--- src/rtl/rf_scoreboard_pkg.sv ---
// Shared core definitions for the parametrised register file: default sizes,
// the register-index type and the hardwired-zero register number.
package rf_scoreboard_pkg;

   localparam int XLEN_DEF = 32;
   localparam int NREG_DEF = 32;
   localparam int NRD_DEF  = 2;

   typedef logic [$clog2(NREG_DEF)-1:0] reg_idx_t;

   localparam int unsigned X0 = 0;

endpackage

--- src/rtl/rf_scoreboard_if.sv ---
// Decode/write-back side bundle of the register file.
// The master is the pipeline; the slave is the register file itself.
interface rf_scoreboard_if #(
   parameter int XLEN = 32,
   parameter int NREG = 32,
   parameter int NRD  = 2
);
   localparam int AW = $clog2(NREG);

   logic [NRD*AW-1:0]   rd_addr;
   logic [NRD*XLEN-1:0] rd_data;
   logic [NRD-1:0]      rd_busy;
   logic                wr_en;
   logic [AW-1:0]       wr_addr;
   logic [XLEN-1:0]     wr_data;
   logic                iss_en;
   logic [AW-1:0]       iss_addr;
   logic [AW:0]         pend_cnt;
   logic                any_busy;

   modport master (
      output rd_addr, wr_en, wr_addr, wr_data, iss_en, iss_addr,
      input  rd_data, rd_busy, pend_cnt, any_busy
   );

   modport slave (
      input  rd_addr, wr_en, wr_addr, wr_data, iss_en, iss_addr,
      output rd_data, rd_busy, pend_cnt, any_busy
   );

endinterface

--- src/rtl/rf_scoreboard_rdport.sv ---
// One combinational read port: write-back forwarding, x0 gating and the
// read-after-write busy flag for the addressed source register.
module rf_read_port
   import rf_scoreboard_pkg::*;
#(
   parameter int XLEN = 32,
   parameter int AW   = 5
)(
   input  logic [AW-1:0]   i_rdAddr,
   input  logic            i_wrEn,
   input  logic [AW-1:0]   i_wrAddr,
   input  logic [XLEN-1:0] i_wrData,
   input  logic [XLEN-1:0] i_regData,
   input  logic            i_pend,
   output logic [XLEN-1:0] o_rdData,
   output logic            o_rdBusy
);

   logic w_isX0;
   logic w_fwdHit;

   assign w_isX0   = (i_rdAddr == AW'(X0));
   assign w_fwdHit = i_wrEn && (i_wrAddr == i_rdAddr);

   // A write-back landing this cycle both supplies the value and resolves the hazard.
   assign o_rdData = w_isX0   ? '0 :
                     w_fwdHit ? i_wrData : i_regData;
   assign o_rdBusy = i_pend && !w_isX0 && !w_fwdHit;

endmodule

--- src/rtl/rf_scoreboard.sv ---
// Parametrised integer register file with write-to-read forwarding and a
// per-register pending scoreboard used by decode to stall on RAW hazards.
module rf_scoreboard
   import rf_scoreboard_pkg::*;
#(
   parameter int XLEN = XLEN_DEF,
   parameter int NREG = NREG_DEF,
   parameter int NRD  = NRD_DEF
)(
   input  logic           clk,
   input  logic           rst,
   rf_scoreboard_if.slave bus
);

   localparam int AW = $clog2(NREG);
   localparam int CW = AW + 1;

   logic [XLEN-1:0]     r_regs [NREG];
   logic [NREG-1:0]     r_pend;
   logic [CW-1:0]       r_pendCnt;

   logic                w_wrValid;
   logic                w_issValid;
   logic                w_fwdEn;
   logic                w_setPend;
   logic                w_clrPend;
   logic [NREG-1:0]     w_pendNext;
   logic [NRD-1:0]      w_rdBusy;
   logic [NRD*XLEN-1:0] w_rdData;

   assign w_wrValid  = bus.wr_en  && (bus.wr_addr  != AW'(X0));
   assign w_issValid = bus.iss_en && (bus.iss_addr != AW'(X0));
   // Forwarding is suppressed in reset so every read port reads zero while rst is low.
   assign w_fwdEn    = bus.wr_en && rst;

   // Issue is applied after write-back so a same-register pair leaves the newer producer pending.
   always_comb begin
      w_pendNext = r_pend;
      if (w_wrValid)  w_pendNext[bus.wr_addr]  = 1'b0;
      if (w_issValid) w_pendNext[bus.iss_addr] = 1'b1;
   end

   assign w_setPend = w_issValid && !r_pend[bus.iss_addr];
   assign w_clrPend = w_wrValid && r_pend[bus.wr_addr] &&
                      !(w_issValid && (bus.iss_addr == bus.wr_addr));

   always_ff @(posedge clk or negedge rst) begin
      if (!rst) begin
         for (int i = 0; i < NREG; i++) r_regs[i] <= '0;
      end else if (w_wrValid) begin
         r_regs[bus.wr_addr] <= bus.wr_data;
      end
   end

   always_ff @(posedge clk or negedge rst) begin
      if (!rst) begin
         r_pend    <= '0;
         r_pendCnt <= '0;
      end else begin
         r_pend    <= w_pendNext;
         r_pendCnt <= r_pendCnt + CW'(w_setPend) - CW'(w_clrPend);
      end
   end

   for (genvar g = 0; g < NRD; g++) begin : g_port
      logic [AW-1:0] w_rdAddr;
      assign w_rdAddr = bus.rd_addr[g*AW +: AW];

      rf_read_port #(
         .XLEN (XLEN),
         .AW   (AW)
      ) u_port (
         .i_rdAddr  (w_rdAddr),
         .i_wrEn    (w_fwdEn),
         .i_wrAddr  (bus.wr_addr),
         .i_wrData  (bus.wr_data),
         .i_regData (r_regs[w_rdAddr]),
         .i_pend    (r_pend[w_rdAddr]),
         .o_rdData  (w_rdData[g*XLEN +: XLEN]),
         .o_rdBusy  (w_rdBusy[g])
      );
   end

   assign bus.rd_data  = w_rdData;
   assign bus.rd_busy  = w_rdBusy;
   assign bus.any_busy = |w_rdBusy;
   assign bus.pend_cnt = r_pendCnt;

endmodule

--- src/flat_wrapper.sv ---
// flat-port wrapper written by rule: the top's interface ports become plain ports
module rf_scoreboard_flat import rf_scoreboard_pkg::*;
#(
   parameter int XLEN = XLEN_DEF,
   parameter int NREG = NREG_DEF,
   parameter int NRD  = NRD_DEF
)
  (clk, rst, bus_rd_addr, bus_wr_en, bus_wr_addr, bus_wr_data, bus_iss_en, bus_iss_addr, bus_rd_data, bus_rd_busy, bus_pend_cnt, bus_any_busy);
  rf_scoreboard_if #(.XLEN(XLEN), .NREG(NREG), .NRD(NRD)) bus_i ();
  input  logic clk;
  input  logic rst;
  input wire logic [$bits(bus_i.rd_addr)-1:0] bus_rd_addr;
  input wire logic [$bits(bus_i.wr_en)-1:0] bus_wr_en;
  input wire logic [$bits(bus_i.wr_addr)-1:0] bus_wr_addr;
  input wire logic [$bits(bus_i.wr_data)-1:0] bus_wr_data;
  input wire logic [$bits(bus_i.iss_en)-1:0] bus_iss_en;
  input wire logic [$bits(bus_i.iss_addr)-1:0] bus_iss_addr;
  output wire logic [$bits(bus_i.rd_data)-1:0] bus_rd_data;
  output wire logic [$bits(bus_i.rd_busy)-1:0] bus_rd_busy;
  output wire logic [$bits(bus_i.pend_cnt)-1:0] bus_pend_cnt;
  output wire logic [$bits(bus_i.any_busy)-1:0] bus_any_busy;
  assign bus_i.rd_addr = bus_rd_addr;
  assign bus_i.wr_en = bus_wr_en;
  assign bus_i.wr_addr = bus_wr_addr;
  assign bus_i.wr_data = bus_wr_data;
  assign bus_i.iss_en = bus_iss_en;
  assign bus_i.iss_addr = bus_iss_addr;
  assign bus_rd_data = bus_i.rd_data;
  assign bus_rd_busy = bus_i.rd_busy;
  assign bus_pend_cnt = bus_i.pend_cnt;
  assign bus_any_busy = bus_i.any_busy;
  rf_scoreboard #(.XLEN(XLEN), .NREG(NREG), .NRD(NRD)) u_core (.clk(clk), .rst(rst), .bus(bus_i));
endmodule
--- config.mk ---
export PLATFORM = sky130hd
export DESIGN_NAME = rf_scoreboard_flat
export DESIGN_NICKNAME = d
export VERILOG_FILES = /design/src/rtl/rf_scoreboard_pkg.sv /design/src/rtl/rf_scoreboard_if.sv /design/src/rtl/rf_scoreboard_rdport.sv /design/src/rtl/rf_scoreboard.sv /design/src/flat_wrapper.sv
export SDC_FILE = /design/constraint.sdc
export NUM_CORES = 2
export LEC_CHECK = 0
export ABC_CLOCK_PERIOD_IN_PS = 5330
export CORE_UTILIZATION = 40
export DETAILED_ROUTE_END_ITERATION = 16
export GPL_ROUTABILITY_DRIVEN = 0
export PLACE_DENSITY = 0.58
export SLEW_MARGIN = 25
export SYNTH_ARGS = -nofsm -noshare
export SYNTH_HDL_FRONTEND = slang
export SYNTH_SLANG_ARGS = --single-unit
--- constraint.sdc ---
create_clock -name clk -period 5.33 [get_ports clk]
set_clock_uncertainty 0.2 [all_clocks]
set_input_delay 1.066 -clock clk [delete_from_list [all_inputs] [get_ports clk]]
set_output_delay 1.066 -clock clk [all_outputs]
set_load 0.02 [all_outputs]
==> results.md <==
Power:
- The cell-internal power is 18.3 mW.
- The analysis attributes to cell leakage a power of ~29 nW.
- In this run switching power makes up 27.8% of total power.
- In this run, flip-flops and latches consume 42.5% of the power.
- Per report_power, the clock group accounts for 35.4% of the total.
- The combinational power share is 22.1%.
- VDD sags by at most 0.000268 V.
- For this design the ratio of total power to cell area is 378 mW/mm^2.
- The completed layout was analyzed and its total power is 25.3 mW.
- For this design the total switching power over the nets is 7.05 mW.

Clock tree:
- The hold buffer count at CTS is 0.
- TritonCTS built the clock tree.
- The number of clock buffers added by TritonCTS is 119.
- The clock-pin slew on the worst setup and hold paths is 0.06 ns.
- In this run the deepest clock path goes through 3 buffers.
- The number of gates resized after CTS was 0.
- The clock sink count is 1062.
- The clock root buffer master is clkbuf_16.
- The H-tree depth is 3.
- At the later pin of the worst-skew pair, clock insertion delay measures 0.74 ns.
- The number of setup buffers added after CTS is 0.

Logic synthesis:
- The largest area contributor in the synthesized netlist is dfrtp_1.
- dfrtp_1 is the most common cell in the netlist.
- Counting instances in the post-synthesis netlist gives the leading cell types as 1062 x dfrtp_1, 999 x mux2_2, 517 x mux4_2.
- Counting every net in the synthesized netlist gives roughly 4000.
- For this run, the register share of the synthesized area comes to between 40% and 50%.
- The synthesized design contains 0 enable-type register cells.
- The count of mapped cells out of synthesis is 4021.
- The number of unique standard cell types used by synthesis is 70.
- Yosys printed 0 warnings.
- In this run, synthesis produced a sequential element count of 1062.
- The synthesized area divided by synthesized cell count is 14.5 sq um.
- Of all flip-flops after synthesis, the portion carrying an async set or reset was 100%.
- The share of synthesized area in the top cell type comes to a little under half.
- After synthesis, the cell types taking the most area are dfrtp_1 46%, mux4_2 20%, mux2_2 19%, mux2i_1 2.3%, buf_2 1.4%.
- For this run, the leading register cell type out of synthesis is dfrtp_1.
- After synthesis the cells add up to 0.0583 sq mm.

Worst setup path:
- The launching element type of the critical path is a primary input.
- Data on the critical path arrives at its endpoint at around 4.0 ns.
- Of all nets on the critical path, the largest fanout is 36.
- The critical path is of the primary input to primary output type.
- The worst setup path is captured at a primary output.
- STA puts the critical path data required time at 4.06 ns.

Placed design:
- After legalization and detailed placement, the total HPWL measured 117 mm.
- The count of buffers added on input and output ports is 128.

Timing:
- The worst path needs approximately 5.2 ns of the cycle, external delays included.
- The share of the clock period used by the worst path is just under 100%.
- Setup violations remaining at the end of the flow were counted as 0.
- The final number of max-transition violations is 0.
- The final-layout setup total negative slack is 0 ns.
- Setup repair after global routing left no endpoint under its margin.
- In this run the tightest slew margin relative to its limit is 26.2%.
- Static timing analysis puts the maximum clock frequency at approximately 190 MHz.
- At the pin with the least slew margin, the transition time is 1.11 ns.
- The final number of hold-violating endpoints is 0.

Run:
- The tool flagged a number of max-cap violations equal to 0.

Status:
- The final reports fail on design-rule violations.
- The flow ran to the end, but the final reports show violations.

Die:
- The placeable core area is 0.144 sq mm.
- The floorplan step set the die height to 384 um.
- For this design the top-level I/O count stands at around 130.
- The cell row count is roughly 140.
- The initial utilization of the core area, before any placement, comes to 40.5%.
- The overall die width is about 380 um.
- The die area is about 0.15 sq mm.

GRT:
- Entering global routing, the biggest net connects 141 pins.
- The global-route usage over all layers is ~27%.
- The met1 usage in global routing is 37.1%.
- The fraction of met3 tracks used by global routing is roughly 4.7%.
- The global routing usage on met2 is 42.6%.
- The first global-routing pass estimated 285 mm of wire.
- Global routing finished with a remaining overflow of 0.
- met2 is the most crowded layer.
- The initial antenna violation count was 3.
- The via count of the first global-routing pass is 38971.

Final layout:
- The number of diodes added for antenna fixing is 0.
- The net count of the finished layout is between 4000 and 5000.
- The fraction of layout instances using a drive strength above 1 is 49.9%.
- Relative to the synthesized area, the layout overhead comes to 15.0%.
- The fill cell instance count of the final layout is between 10000 and 15000.

Routing:
- The average routed wire per standard cell is 32.2 um.
- For this run, design rule violations remaining after detail routing come to 6.
- In the routed layout, each cell is associated on average with a via count of 6.28.
- The first detailed-routing pass took 14 iterations.
- The post-detailed-route count of antenna-violating nets is 0.
- The detailed router placed about 38000 vias in this run.
- The total wire length after detailed routing is 196 mm.
- The first-iteration detailed-routing DRC count is between 3000 and 4000.

Worst hold path:
- The kind of path behind the tightest hold check is flip-flop to flip-flop.
## per-stage QoR
stage	worst slack (ns)	area [sq um]	cells	hold slack [ns]	utilization (%)
after CTS	0.0603	67000	6092	0.197	46.5
after global placement	0.0585	62700	5867	0.176	43.6
final	0.0912	67000	6093	0.196	46.5
after floorplan	1.25	58300	4021	0.241	-
after global routing	0.0406	67000	6093	0.207	46.5
after detailed placement	0.0727	62700	5867	0.182	43.6
## state kept, by name, summed over array words and instances (netlist names)
register / count
u_core.r_pend: 32
u_core.r_regs: 1024
u_core.bus.pend_cnt: 6
## power by group through the flow
stage / Clock [mW] / Sequential, mW / Combinational (mW)
2_1_floorplan: 0 / 10.5 / 4.06
3_3_place_gp: 0 / 10.8 / 5.55
5_1_grt: 9.40 / 11.0 / 5.99
6_report: 8.96 / 10.8 / 5.60
3_5_place_dp: 0 / 10.9 / 5.62
4_1_cts: 9.09 / 10.7 / 5.64
## worst max-delay path: stages
cell             delay (ns)
buf_2                  0.29
inv_2                  0.26
buf_4                  0.57
nand2_1                0.14
and3_1                 0.26
nor4_1                 0.45
a22o_1                 0.27
clkdlybuf4s50_1        0.62
## placed cells by master, fill, tap and decap left out, drive strengths merged, types with 17 or more instances in the layout
| cell type | instances |
|---|---|
| a211oi | 39 |
| a21oi | 26 |
| a22o | 26 |
| a22oi | 26 |
| and3 | 17 |
| buf | 283 |
| bufinv | 18 |
| clkbuf | 157 |
| clkdlybuf4s50 | 111 |
| clkinv | 61 |
| dfrtp | 1062 |
| inv | 22 |
| mux2 | 1002 |
| mux2i | 135 |
| mux4 | 517 |
| nand2 | 155 |
| nand3 | 28 |
| nor2 | 54 |
| nor2b | 44 |
| nor3 | 19 |
| nor4 | 34 |
| o21ai | 124 |
| o221ai | 24 |
| o22ai | 41 |
## path summary, 6_finish.rpt
path	to	cells past startpoint	slack, ns	startpoint
setup / recovery	bus_rd_data[9]	8	0.09	bus_rd_addr[3]
hold / removal	u_core.r_regs[1011]$_DFFE_PN0P_	0	0.20	u_core.r_regs[1011]$_DFFE_PN0P_
setup reg to reg	u_core.bus.pend_cnt[4]$_DFF_PN0_	13	1.99	u_core.r_pend[28]$_DFF_PN0_
hold reg to reg	u_core.r_regs[1011]$_DFFE_PN0P_	0	0.20	u_core.r_regs[1011]$_DFFE_PN0P_
max in group asynchronous	u_core.r_regs[668]$_DFFE_PN0P_	4	2.20	rst
min in group asynchronous	u_core.r_regs[166]$_DFFE_PN0P_	2	0.35	rst
## cell families (layout without fill, tap and decap cells)
| kind of cell | after synthesis | in the layout | synth area share (%) |
|---|---|---|---|
| mux | 1654 | 1654 | 41.7 |
| flops | 1062 | 1062 | 45.6 |
| buf+inv | 492 | 661 | 4.15 |
| simple gates | 405 | 405 | 3.49 |
| compound gates | 380 | 380 | 4.61 |
| xor+xnor | 21 | 21 | 0.316 |
| fa+ha+maj | 7 | 7 | 0.163 |
## layout make-up
| cell class | instances | area (sq um) | area share [%] |
|---|---|---|---|
| tap | 1903 | 2380 | 3.55 |
| clock inverter | 69 | 841 | 1.25 |
| inverter | 41 | 154 | 0.230 |
| timing repair buffer | 395 | 4100 | 6.12 |
| clock buffer | 156 | 3430 | 5.12 |
| multi-input combinational | 2467 | 29500 | 44.1 |
| sequential | 1062 | 26600 | 39.7 |
## layer usage
layer	share of wire [%]	up-vias	wire length, um
met5	0.010	-	20
met4	3.7	2	7240
li1	-	15632	-
met1	43	20888	83900
met2	47	1395	93300
met3	6.2	345	12100
Power figures use the tool's default switching activity.
